$ cat src/rtl/tia_playfield_pkg.sv
// Shared types and sizing helpers for the playfield serializer.
package tia_playfield_pkg;
  typedef enum logic [1:0] {IDLE, LEFT, RIGHT} pf_state_e;

  localparam int PF_BITS_DEFAULT      = 20;
  localparam int CLKS_PER_BIT_DEFAULT = 4;

  // Counter width for values 0..n-1, never narrower than one bit.
  function automatic int cnt_w(input int n);
    return (n > 1) ? $clog2(n) : 1;
  endfunction
endpackage

$ cat src/rtl/tia_playfield_prescaler.sv
// Wrap counter 0..N-1 with clear; terminal flags the last clock of a bit.
module tia_playfield_prescaler
  import tia_playfield_pkg::*;
#(
  parameter int N = CLKS_PER_BIT_DEFAULT
) (
  input  logic clk,
  input  logic reset,
  input  logic clr,
  input  logic en,
  output logic terminal
);
  localparam int W = cnt_w(N);

  logic [W-1:0] cnt;

  assign terminal = (cnt == W'(N - 1));

  always_ff @(posedge clk) begin
    if (reset || clr)  cnt <= '0;
    else if (en)       cnt <= terminal ? '0 : cnt + 1'b1;
  end
endmodule

$ cat src/rtl/tia_playfield_serializer.sv
// Serializes a playfield pattern over a left half and a repeated/mirrored right half.
module tia_playfield_serializer
  import tia_playfield_pkg::*;
#(
  parameter int PF_BITS      = PF_BITS_DEFAULT,
  parameter int CLKS_PER_BIT = CLKS_PER_BIT_DEFAULT
) (
  input  logic               clk,
  input  logic               reset,
  input  logic [PF_BITS-1:0] pf_data,
  input  logic               pf_load,
  input  logic               line_start,
  input  logic               reflect,
  output logic               pf_out,
  output logic               pf_active,
  output logic               pf_right
);
  localparam int IW = cnt_w(PF_BITS);

  pf_state_e          state, state_n;
  logic [IW-1:0]      idx, idx_n;
  logic [PF_BITS-1:0] pattern;
  logic               refl_q, refl_n;
  logic               step, last_bit, half_sw, pixel;

  tia_playfield_prescaler #(.N(CLKS_PER_BIT)) u_presc (
    .clk      (clk),
    .reset    (reset),
    .clr      (line_start | half_sw),
    .en       (state != IDLE),
    .terminal (step)
  );

  assign last_bit = step && (idx == IW'(PF_BITS - 1));
  assign half_sw  = (state == LEFT) && last_bit;

  always_comb begin
    state_n = state;
    idx_n   = idx;
    refl_n  = refl_q;
    case (state)
      LEFT: if (last_bit) begin
        state_n = RIGHT;
        idx_n   = '0;
        refl_n  = reflect;
      end else if (step) begin
        idx_n = idx + 1'b1;
      end
      RIGHT: if (last_bit) begin
        state_n = IDLE;
        idx_n   = '0;
      end else if (step) begin
        idx_n = idx + 1'b1;
      end
      default: ;
    endcase
    // A new line always restarts from the leftmost pixel.
    if (line_start) begin
      state_n = LEFT;
      idx_n   = '0;
    end
  end

  always_comb begin
    pixel = 1'b0;
    case (state)
      LEFT:    pixel = pattern[idx];
      RIGHT:   pixel = refl_q ? pattern[IW'(PF_BITS - 1) - idx] : pattern[idx];
      default: pixel = 1'b0;
    endcase
  end

  always_ff @(posedge clk) begin
    if (reset) begin
      state     <= IDLE;
      idx       <= '0;
      refl_q    <= 1'b0;
      pattern   <= '0;
      pf_out    <= 1'b0;
      pf_active <= 1'b0;
      pf_right  <= 1'b0;
    end else begin
      state     <= state_n;
      idx       <= idx_n;
      refl_q    <= refl_n;
      if (pf_load) pattern <= pf_data;
      pf_out    <= pixel;
      pf_active <= (state != IDLE);
      pf_right  <= (state == RIGHT);
    end
  end
endmodule

$ cat config.mk
export PLATFORM = sky130hd
export DESIGN_NAME = tia_playfield_serializer
export DESIGN_NICKNAME = d
export VERILOG_FILES = /design/src/rtl/tia_playfield_pkg.sv /design/src/rtl/tia_playfield_prescaler.sv /design/src/rtl/tia_playfield_serializer.sv
export SDC_FILE = /design/constraint.sdc
export NUM_CORES = 1
export LEC_CHECK = 0
export BUFFER_PORTS_ARGS = -buffer_cell sky130_fd_sc_hd__clkbuf_2
export CAP_MARGIN = 15
export CORE_MARGIN = 1.5
export CORE_UTILIZATION = 30
export CTS_CLUSTER_SIZE = 14
export DETAILED_ROUTE_END_ITERATION = 10
export GPL_ROUTABILITY_DRIVEN = 0
export SYNTH_ARGS = -nofsm -noshare
export SYNTH_HDL_FRONTEND = slang
export SYNTH_SLANG_ARGS = --single-unit
$ cat constraint.sdc
create_clock -name clk -period 2.07 [get_ports clk]
set_input_delay 0.1035 -clock clk [delete_from_list [all_inputs] [get_ports clk]]
set_output_delay 0.1035 -clock clk [all_outputs]
set_load 0.005 [all_outputs]
Word level (Yosys, flattened, before mapping)
Index checks and enable logic that the tools add are counted.

Bits in registers: 33. Output and inout port bits: 3.

Add/subtract/negate cells: 3. $lt $le $gt $ge: 2. Equal/unequal tests: 8. Multiplexer cells: 13. Bitwise operators: 1. Reductions and logical operators: 13.

Operators by type and width (count): $lt A5 B6 Y1 const B (2); $bmux W1 S5 (2); $mux W5 (2); $mux W2 (3); $ne A3 B3 Y1 const B (2); $reduce_and A3 Y1 (2); $reduce_bool A2 Y1 (3); $add A5 B1 Y5 const B (1); $eq A5 B5 Y1 const B (1); $sub A5 B5 Y5 const A (1); $eq A2 B2 Y1 const B (2); $mux W1 (4); $ne A2 B2 Y1 const B (2); $pmux W2 S2 (1); $reduce_and A2 Y1 (2); $reduce_or A2 Y1 (2); $reduce_bool A3 Y1 (1); $add A2 B1 Y2 const B (1); $eq A2 B1 Y1 const B (1); $logic_and A1 B1 Y1 (2); $pmux W1 S2 (1); $logic_or A1 B1 Y1 (1); $or A1 B1 Y1 (1).

Longest topological paths before layout
Gate-level depths: netlist of run 1.

Depth after elaboration: 5. Gate-level depth with buffers: 7. Depth with buffers taken out: 6.

Modules after synthesis
Synthesis of run 1 repeated with hierarchy kept, for this count alone.

Cell total of the unflattened synthesis: 166. Area, all modules: 1724.2 um^2.

Modules (own cells, without submodules): tia_playfield_serializer (instances 1, cells each 158, area an instance 1629.1 um^2, seq. area each 620.6 um^2); tia_playfield_prescaler (instances 1, cells each 8, area an instance 95.1 um^2, seq. area each 40.0 um^2).

Worst setup path after synthesis of run 1
Ideal clock, no wire load.

Path type: register to register. From: reg idx[2]. To: reg pf_out. Setup time: 0.079 ns. Data arrival time: 1.691 ns. Data required time: 1.991 ns. Setup slack: 0.300 ns. Stages on the path, launching flop included: 8. Period minus slack after synthesis: 1.770 ns. Cell sequence: dfxtp_1 buf_2 clkinv_1 ha_1 xnor2_1 nor3b_1 o32a_1 o221ai_2.

Word-level cells in the longest chain between the ends: 5. Elaborated cells on any way between the ends: 7. Classes of those cells: add/sub (1); mux (6).

Ends and longest elaborated chain: from (decl) (RTL line tia_playfield_serializer.sv:21) `logic [IW-1:0] idx, idx_n;`; from (signal assigned) (RTL line tia_playfield_serializer.sv:84) `idx <= idx_n;`; $sub A5 B5 Y5 (RTL line tia_playfield_serializer.sv:68) `RIGHT: pixel = refl_q ? pattern[IW'(PF_BITS - 1) - idx] : pattern[idx];`; $bmux W1 S5 (RTL line tia_playfield_serializer.sv:68); $mux W1 (not written as such) (RTL line tia_playfield_serializer.sv:68); $mux W1 (RTL line tia_playfield_serializer.sv:68); $pmux W1 S2 * (RTL line tia_playfield_serializer.sv:66) `case (state)`; to (signal assigned) (RTL line tia_playfield_serializer.sv:87) `pf_out <= pixel;`; to (decl) (RTL line tia_playfield_serializer.sv:14) `output logic pf_out,`.

Every way passes the cells marked *; elsewhere a longest branch is shown, timed or not. The select of a mux whose other input is x is not followed. A chain may end at the register's enable or synchronous reset.

Worst setup path after layout of run 1
From: reg idx[0]. To: reg pf_out.

The elaborated chain is that of the path after synthesis.

==> flow_summary.yaml, run 1 <==
cells_and_area:
  drive_gt1_share_pct: 22.3
  nNetsFinal: 224
  n_fill_cell: 555
  antenna_cells: 0
  final_common_cell: "dfxtp_1"
  syn_to_final_growth_pct: 16.3
  layout_common_cells: "dfxtp_1, nor2_1, clkbuf_2"
  stdcell_count: 265
clock_tree:
  cts_resized: 0
  cts_tree: "yes"
  cts_made_buffers: 5
  cts.sinks: 33
  clk_pin_slew_ns: 0.07
  cts.hold.buffers_added: 0
  postCtsSetupRepairBufs: 0
  cts_max_level: 2
  clockRootBuffer: "clkbuf_8"
  clk_latency_ns: 0.29
  cts_buffer_depth: 2
critical_path:
  crit_path_start_kind: "flip-flop"
  crit_buf_inv: 1
  cp.required_ns: 2.23
  crit_arrival_ns: 1.96
  critical_path.max_fanout: 9
  critPathCaptureType: "flip-flop"
  cpMaxStageDelayCell: "mux4_1"
  cpLargestDelayFamily: "multiplexers"
  crit_type: "flip-flop to flip-flop"
  worstPathCellList: "buf_4, mux4_1, nor2_1, o32a_1, o221ai_2"
  slowest_delay_ns: 0.56
sta:
  tns_ns: 0
  skew_ns: 0.00589
  rsz0062_at_grt: "no"
  relSlewSlack_pct: 57.1
  slew_viol_final: 0
  setup_viol: 0
  finalCritPeriodShare_pct: 86.7
  worstMarginPinSlew_ns: 0.644
  fmax_ghz: 0.557
  hold_viol_final: 0
  finalCriticalPeriod_ns: 1.79
logic_synthesis:
  synth.area.top_cells: "dfxtp_1, mux2i_1, mux4_1"
  yosysWarnings: 0
  synth_area_per_cell_um2: 10.6
  synth_top_area_share_pct: 38.4
  synthesis.area_um2: 1720
  yosys_register_bits: 33
  syn_nets: 195
  synth_top_cell_by_area: "dfxtp_1"
  synth_seq_area_share_pct: 38.4
  syn_inst: 163
  ys_types: 37
routing:
  drc: 0
  via_per_inst: 4.95
  wl_um: 3640
  vias: 1312
  postRouteAntennaNets: 0
  wire_per_inst_um: 13.8
  first_pass_iters: 4
  drt_iter0_drc: 55
power_and_ir_drop:
  irDropWorstVdd_v: 0.000269
  p_leak_nw: 0.846
  powerDensity_nw_per_um2: 633
placement:
  portBuffers: 27
  dp_hpwl_um: 2720
  dp_cells: 257
floorplan:
  io_pins: 28
  start_util_pct: 31.2
  rows: 27
  coreArea_um2: 5510
  fp.dieH_um: 78.7
  die_w_um: 78.7
  dieArea_um2: 6200
run:
  maxCapViolCount: 0
hold_path:
  hp-class: "input pin to flip-flop"
outcome:
  status: "completed"
grt:
  grt_start_max_net_pins: 29
  grt_pass1_wl_um: 6300
  grt_overflow: 0
  grt_pass1_vias: 1286
  antenna_found_initial: 0
  track_usage_pct: 13.1
[path summary, 6_finish.rpt]
kind           from     end  slack, ns  depth (start not counted)
min reg2reg  refl_q  refl_q       0.52                          2
min           reset  refl_q       0.02                          2
max          idx[0]  pf_out       0.28                          5
max reg2reg  idx[0]  pf_out       0.28                          5
[through the flow]
step	power (mW)	worst slack (ns)	utilization (%)	hold slack (ns)	area [µm²]
detailed placement	0.820	0.279	34.9	0.322	1920
finish	1.27	0.276	36.3	0.0241	2000
global route	1.33	0.104	36.3	0.00913	2000
CTS	1.29	0.273	36.3	0.0117	2000
global placement	0.817	0.313	34.9	0.319	1920
floorplan	0.771	0.300	-	0.172	1720
[flip-flops by register name, summed over array words and instances, names as in the netlist]
name         cells
u_presc.cnt      2
refl_q           1
pattern         20
pf_out           1
state            2
idx              5
pf_active        1
pf_right         1
[layout make-up]
type / instances / area [µm²] / share of cell area, %
Clock buffer: 8 / 80.1 / 4.00
Inverter: 7 / 26.3 / 1.31
Multi-Input combinational cell: 114 / 978 / 48.9
Sequential cell: 33 / 661 / 33.0
Tap cell: 72 / 90.1 / 4.50
Timing Repair Buffer: 31 / 165 / 8.26
[report_power, final]
part / switching [mW] / internal (mW) / leakage (nW)
combinational: 0.0573 / 0.0645 / 0.536
sequential: 0.0213 / 0.662 / 0.271
clock: 0.222 / 0.239 / 0.0395
total: 0.301 / 0.965 / 0.846
[per-layer routing]
metal  global-route usage, %  wire length, µm  up-vias
met2                    20.3             1700       32
met3                    4.48              216        7
met5                       0                0        -
met1                    16.7             1670      619
met4                    5.36               53        0
li1                        -                -      654
[Yosys cell counts]
cell type	count
xor2_1	1
or2b_1	1
nand3_1	3
mux4_2	3
o311ai_1	1
a211oi_2	1
a211o_1	1
o21ai_0	2
a21oi_1	6
a2111oi_0	2
o32a_1	1
nand2b_1	2
ha_1	7
inv_1	6
a2111oi_2	1
buf_6	1
mux2i_1	26
and2_1	2
mux4_1	5
dfxtp_1	33
buf_2	2
buf_1	2
clkinv_1	1
nand4_1	5
nand2_1	2
clkbuf_1	3
nor2b_1	1
nor3b_1	1
or4b_1	1
xnor2_1	4
buf_8	1
and4_4	1
nor3_1	4
nor2_1	27
o32ai_1	1
nand4b_1	1
o221ai_2	1
[cells by family (layout without fill, tap and decap cells)]
group                    count (synthesis)  count (layout)  synth area share (%)
XOR/XNOR                                 5               5                  2.55
adder cells (fa/ha/maj)                  7               7                  5.09
AO/OA/AOI/OAI                           17              17                  7.93
buffers and inverters                   16              46                  4.73
multiplexers                            34              34                  26.7
flip-flops                              33              33                  38.4
AND/OR/NAND/NOR                         51              51                  14.6
[worst reg2reg max path, delay by kind of cell (launching register included)]
family	cells	cell delay (ns)
DFF	1	0.51
buffers and inverters	1	0.24
and+or+nand+nor	1	0.10
muxes	1	0.56
AOI/OAI and AO/OA	2	0.26
Note: power is estimated with default switching activity, not from simulation.
==> run 2, diff against run 1 <==
--- a/config.mk
+++ b/config.mk
@@ -9,9 +9,11 @@
 export CAP_MARGIN = 15
 export CORE_MARGIN = 1.5
 export CORE_UTILIZATION = 30
+export CTS_BUF_LIST = sky130_fd_sc_hd__clkbuf_4
 export CTS_CLUSTER_SIZE = 14
 export DETAILED_ROUTE_END_ITERATION = 10
 export GPL_ROUTABILITY_DRIVEN = 0
+export SKIP_LAST_GASP = 1
 export SYNTH_ARGS = -nofsm -noshare
 export SYNTH_HDL_FRONTEND = slang
 export SYNTH_SLANG_ARGS = --single-unit
==> flow_summary.yaml, run 2 (synthesized netlist as in run 1, its figures left out) <==
grt:
  grt_pass1_vias: 1342
  track_usage_pct: 13.3
  grt_pass1_wl_um: 6400
  grt_overflow: 0
  grt_start_max_net_pins: 29
  antenna_found_initial: 0
placement:
  dp_hpwl_um: 2720
  portBuffers: 27
critical_path:
  crit_type: "flip-flop to flip-flop"
  cpMaxStageDelayCell: "dfxtp_1"
  critical_path.max_fanout: 11
  critPathCaptureType: "flip-flop"
  reg2reg_to: "refl_q"
  slowest_delay_ns: 0.59
  worstPathCellList: "and2_1, and4_4, nand3_1, a21oi_1, dlygate4sd3_1"
  reg2regPathDepth: 5
  r2r-start: "idx[1]"
  cp.required_ns: 2.36
  crit_arrival_ns: 2.23
  r2r_slack_ns: 0.14
  crit_path_start_kind: "flip-flop"
clock_tree:
  postCtsSetupRepairBufs: 0
  cts.sinks: 33
  cts_tree: "yes"
  cts_max_level: 2
  clk_latency_ns: 0.34
  cts_buffer_depth: 2
  clockRootBuffer: "clkbuf_4"
  cts_made_buffers: 5
  clk_pin_slew_ns: 0.10
floorplan:
  fp.dieH_um: 78.7
  rows: 27
  dieArea_um2: 6200
  coreArea_um2: 5510
  die_w_um: 78.7
  io_pins: 28
  start_util_pct: 31.2
sta:
  slew_viol_final: 0
  relSlewSlack_pct: 57.1
  finalCriticalPeriod_ns: 1.93
  worstMarginPinSlew_ns: 0.643
  skew_ns: 0.0124
  setup_viol: 0
  hold_viol_final: 0
  rsz0062_at_grt: "no"
  fmax_ghz: 0.517
  tns_ns: 0
  finalCritPeriodShare_pct: 93.4
power_and_ir_drop:
  irDropWorstVdd_v: 0.000239
  p_leak_nw: 0.909
  powerDensity_nw_per_um2: 568
  power_mw: 1.21
outcome:
  status: "completed"
routing:
  wire_per_inst_um: 13.3
  drc: 0
  vias: 1353
  first_pass_iters: 4
  via_per_inst: 4.83
  postRouteAntennaNets: 0
  wl_um: 3710
  drt_iter0_drc: 48
cells_and_area:
  final_common_cell: "dfxtp_1"
  final_core_util_pct: 38.7
  nNetsFinal: 239
  seqCellArea_um2: 662
  n_fill_cell: 557
  largest_register_ffs: 20
  regMostFlops: "pattern"
  syn_to_final_growth_pct: 23.9
  antenna_cells: 0
  drive_gt1_share_pct: 22.6
  layout_common_cells: "dfxtp_1, nor2_1, clkbuf_2"
  multi_input_area_um2: 978
  largest_registers: "pattern (20), idx (5)"
hold_path:
  hold_depth: 3
  hp-class: "input pin to flip-flop"
  min_to: "pattern[19]"
  min_from: "pf_data[19]"
run:
  maxCapViolCount: 0
run 2: cell count changes in the layout (fill, tap and decap cells not counted), sizes merged:
cell / change
dlygate4sd3: +15
run 2: area by class of cell:
class / count / area share, %
inverters: 7 / 1.23
clock buffers: 8 / 2.82
flip-flops and latches: 33 / 31.0
repair buffers: 46 / 14.8
well taps: 72 / 4.23
multi-input cells: 114 / 45.9
run 2: per-layer routing:
metal	wire length (µm)	track usage, %	share of wire (%)
met3	173	4.37	4.7
met2	1730	20.9	47
met1	1740	16.6	47
met4	73	5.36	2.0
met5	0	0	0
run 2: metrics by stage:
| stage | setup slack [ns] | hold slack, ns | instances | cell area, µm² |
|---|---|---|---|---|
| floorplan | 0.300 | 0.172 | 163 | 1720 |
| global placement | 0.313 | 0.319 | 257 | 1920 |
| detailed placement | 0.279 | 0.322 | 257 | 1920 |
| CTS | 0.0291 | 0.000336 | 278 | 2110 |
| global route | 0.0408 | 0.00877 | 280 | 2130 |
| finish | 0.137 | 0.00747 | 280 | 2130 |
run 2: worst max path at each step:
stage / depth (start not counted) / start / endpoint / slack [ns]
4_1_cts: 6 / idx[0] / refl_q / 0.03
3_5_place_dp: 5 / idx[0] / pf_out / 0.28
3_3_place_gp: 5 / idx[0] / pf_out / 0.31
6_report: 5 / idx[1] / refl_q / 0.14
2_1_floorplan: 7 / idx[2] / pf_out / 0.30
5_1_grt: 5 / idx[1] / refl_q / 0.04
run 2: where the power goes:
part	switching, mW	leakage [nW]	internal [mW]
Clock	0.211	0.0368	0.175
Sequential	0.0214	0.271	0.661
Combinational	0.0609	0.601	0.0816
Total	0.293	0.909	0.918
run 2: worst max-delay path: cells and delay by family (launching register included):
kind / cells / cell delay [ns]
buf+inv: 1 / 0.55
flops: 1 / 0.59
simple gates: 3 / 0.61
compound gates: 1 / 0.13
run 2: timing repair:
| action | 4_1_cts | 5_1_grt |
|---|---|---|
| resized for setup | 0 | 1 |
| endpoints found under the hold margin | 13 | 2 |
| setup endpoints to repair | 0 | 1 |
| hold buffers | 13 | 2 |
==> run 3, diff against run 2 <==
--- a/config.mk
+++ b/config.mk
@@ -13,6 +13,7 @@
 export CTS_CLUSTER_SIZE = 14
 export DETAILED_ROUTE_END_ITERATION = 10
 export GPL_ROUTABILITY_DRIVEN = 0
+export MAX_ROUTING_LAYER = met4
 export SKIP_LAST_GASP = 1
 export SYNTH_ARGS = -nofsm -noshare
 export SYNTH_HDL_FRONTEND = slang
==> flow_summary.yaml, run 3 (synthesized netlist as in run 1, its figures left out) <==
routing:
  drt_iter0_drc: 51
  via_per_inst: 4.86
  postRouteAntennaNets: 0
  wl_um: 3700
  vias: 1360
  wire_per_inst_um: 13.2
  first_pass_iters: 4
  drc: 0
clock_tree:
  clk_pin_slew_ns: 0.10
  cts_buffer_depth: 2
  clk_latency_ns: 0.34
  cts_tree: "yes"
  cts.sinks: 33
  cts_max_level: 2
  postCtsSetupRepairBufs: 0
  cts_made_buffers: 5
  clockRootBuffer: "clkbuf_4"
critical_path:
  crit_type: "flip-flop to flip-flop"
  slowest_delay_ns: 0.55
  r2r-start: "idx[0]"
  cp.required_ns: 2.37
  setup.worst_path.start: "idx[0]"
  worstPathCellList: "buf_4, and2_1, and4_4, nand3_1, a21oi_1, dlygate4sd3_1"
  crit_arrival_ns: 2.22
  critical_path.max_fanout: 9
  crit_path_start_kind: "flip-flop"
  critPathCaptureType: "flip-flop"
  cpMaxStageDelayCell: "dlygate4sd3_1"
grt:
  grt_pass1_vias: 1339
  antenna_found_initial: 0
  grt_start_max_net_pins: 29
  track_usage_pct: 13.6
  grt_overflow: 0
  grt_pass1_wl_um: 6380
power_and_ir_drop:
  powerDensity_nw_per_um2: 568
  p_int_mw: 0.918
  pwr-share-seq_pct: 56.3
  switching_share_pct: 24.2
  irDropWorstVdd_v: 0.000239
  pwr-share-comb_pct: 11.8
  p_leak_nw: 0.909
  clkPwrFrac_pct: 31.9
  p_sw_mw: 0.294
cells_and_area:
  nNetsFinal: 239
  n_fill_cell: 557
  drive_gt1_share_pct: 22.6
  layout_common_cells: "dfxtp_1, nor2_1, clkbuf_2"
  regMostFlops: "pattern"
  final_common_cell: "dfxtp_1"
  postLayoutCellArea_um2: 2130
  syn_to_final_growth_pct: 23.9
  largest_register_ffs: 20
  largest_registers: "pattern (20), idx (5)"
  antenna_cells: 0
floorplan:
  coreArea_um2: 5510
  dieArea_um2: 6200
  rows: 27
  start_util_pct: 31.2
  io_pins: 28
  fp.dieH_um: 78.7
  die_w_um: 78.7
placement:
  dp_hpwl_um: 2720
  place_area_um2: 1920
  portBuffers: 27
run:
  maxCapViolCount: 0
sta:
  fmax_ghz: 0.519
  skew_ns: 0.0124
  setup_viol: 0
  finalCritPeriodShare_pct: 93.1
  rsz0062_at_grt: "no"
  hold-worst-slack_ns: 0.00581
  tns_ns: 0
  hold_viol_final: 0
  worstMarginPinSlew_ns: 0.641
  finalCriticalPeriod_ns: 1.93
  relSlewSlack_pct: 57.3
  slew_viol_final: 0
outcome:
  status: "completed"
hold_path:
  hp-class: "input pin to flip-flop"
  min_from: "pf_data[19]"
-- run 3: cell counts in the layout (fill, tap and decap cells not counted) --
No cell type changed its count.
-- run 3: worst max-delay path: cells and delay by family, from the launching register on --
family                 cells  cell delay, ns
AO/OA/AOI/OAI              1            0.13
buffers and inverters      2            0.76
flip-flops                 1            0.44
AND/OR/NAND/NOR            3            0.55
-- run 3: metrics by stage --
step           cells  util [%]  power (mW)  setup WS [ns]
6_report         280      38.7        1.21          0.143
5_1_grt          280      38.7        1.27         0.0408
4_1_cts          278      38.3        1.23         0.0291
3_5_place_dp     257      34.9       0.820          0.279
3_3_place_gp     257      34.9       0.817          0.313
2_1_floorplan    163         -       0.771          0.300
-- run 3: worst paths after layout --
path / to / slack [ns] / cells after the start
worst max-delay path: refl_q / 0.14 / 6
worst min-delay path: pattern[19] / 0.006 / 3
worst max register to register: refl_q / 0.14 / 6
worst min register to register: pattern[8] / 0.53 / 2
-- run 3: repair_timing --
| action | in CTS | in global routing |
|---|---|---|
| endpoints found under the setup margin | 0 | 1 |
| resized for setup | 0 | 1 |
| hold buffers | 13 | 2 |
| endpoints found under the hold margin | 13 | 2 |
-- run 3: cell type report --
type	instances	area, µm²	area share [%]
flip-flops and latches	33	662	31.0
inverters	7	26.3	1.23
multi-input cells	114	978	45.9
well taps	72	90.1	4.23
clock buffers	8	60.1	2.82
repair buffers	46	315	14.8
-- run 3: power groups by stage --
stage / logic (mW) / clock network, mW / registers, mW
after floorplan: 0.0828 / 0 / 0.688
after global placement: 0.122 / 0 / 0.695
after detailed placement: 0.123 / 0 / 0.697
after CTS: 0.141 / 0.403 / 0.683
after global routing: 0.158 / 0.427 / 0.686
final: 0.143 / 0.386 / 0.682
-- run 3: metal layers --
metal | GRT usage (%) | vias to the layer above | wire length, µm
met3 | 4.25 | 8 | 157
met4 | 5.36 | 0 | 76
li1 | - | 686 | -
met5 | - | - | 0
met2 | 20.7 | 30 | 1730
met1 | 16.7 | 636 | 1740
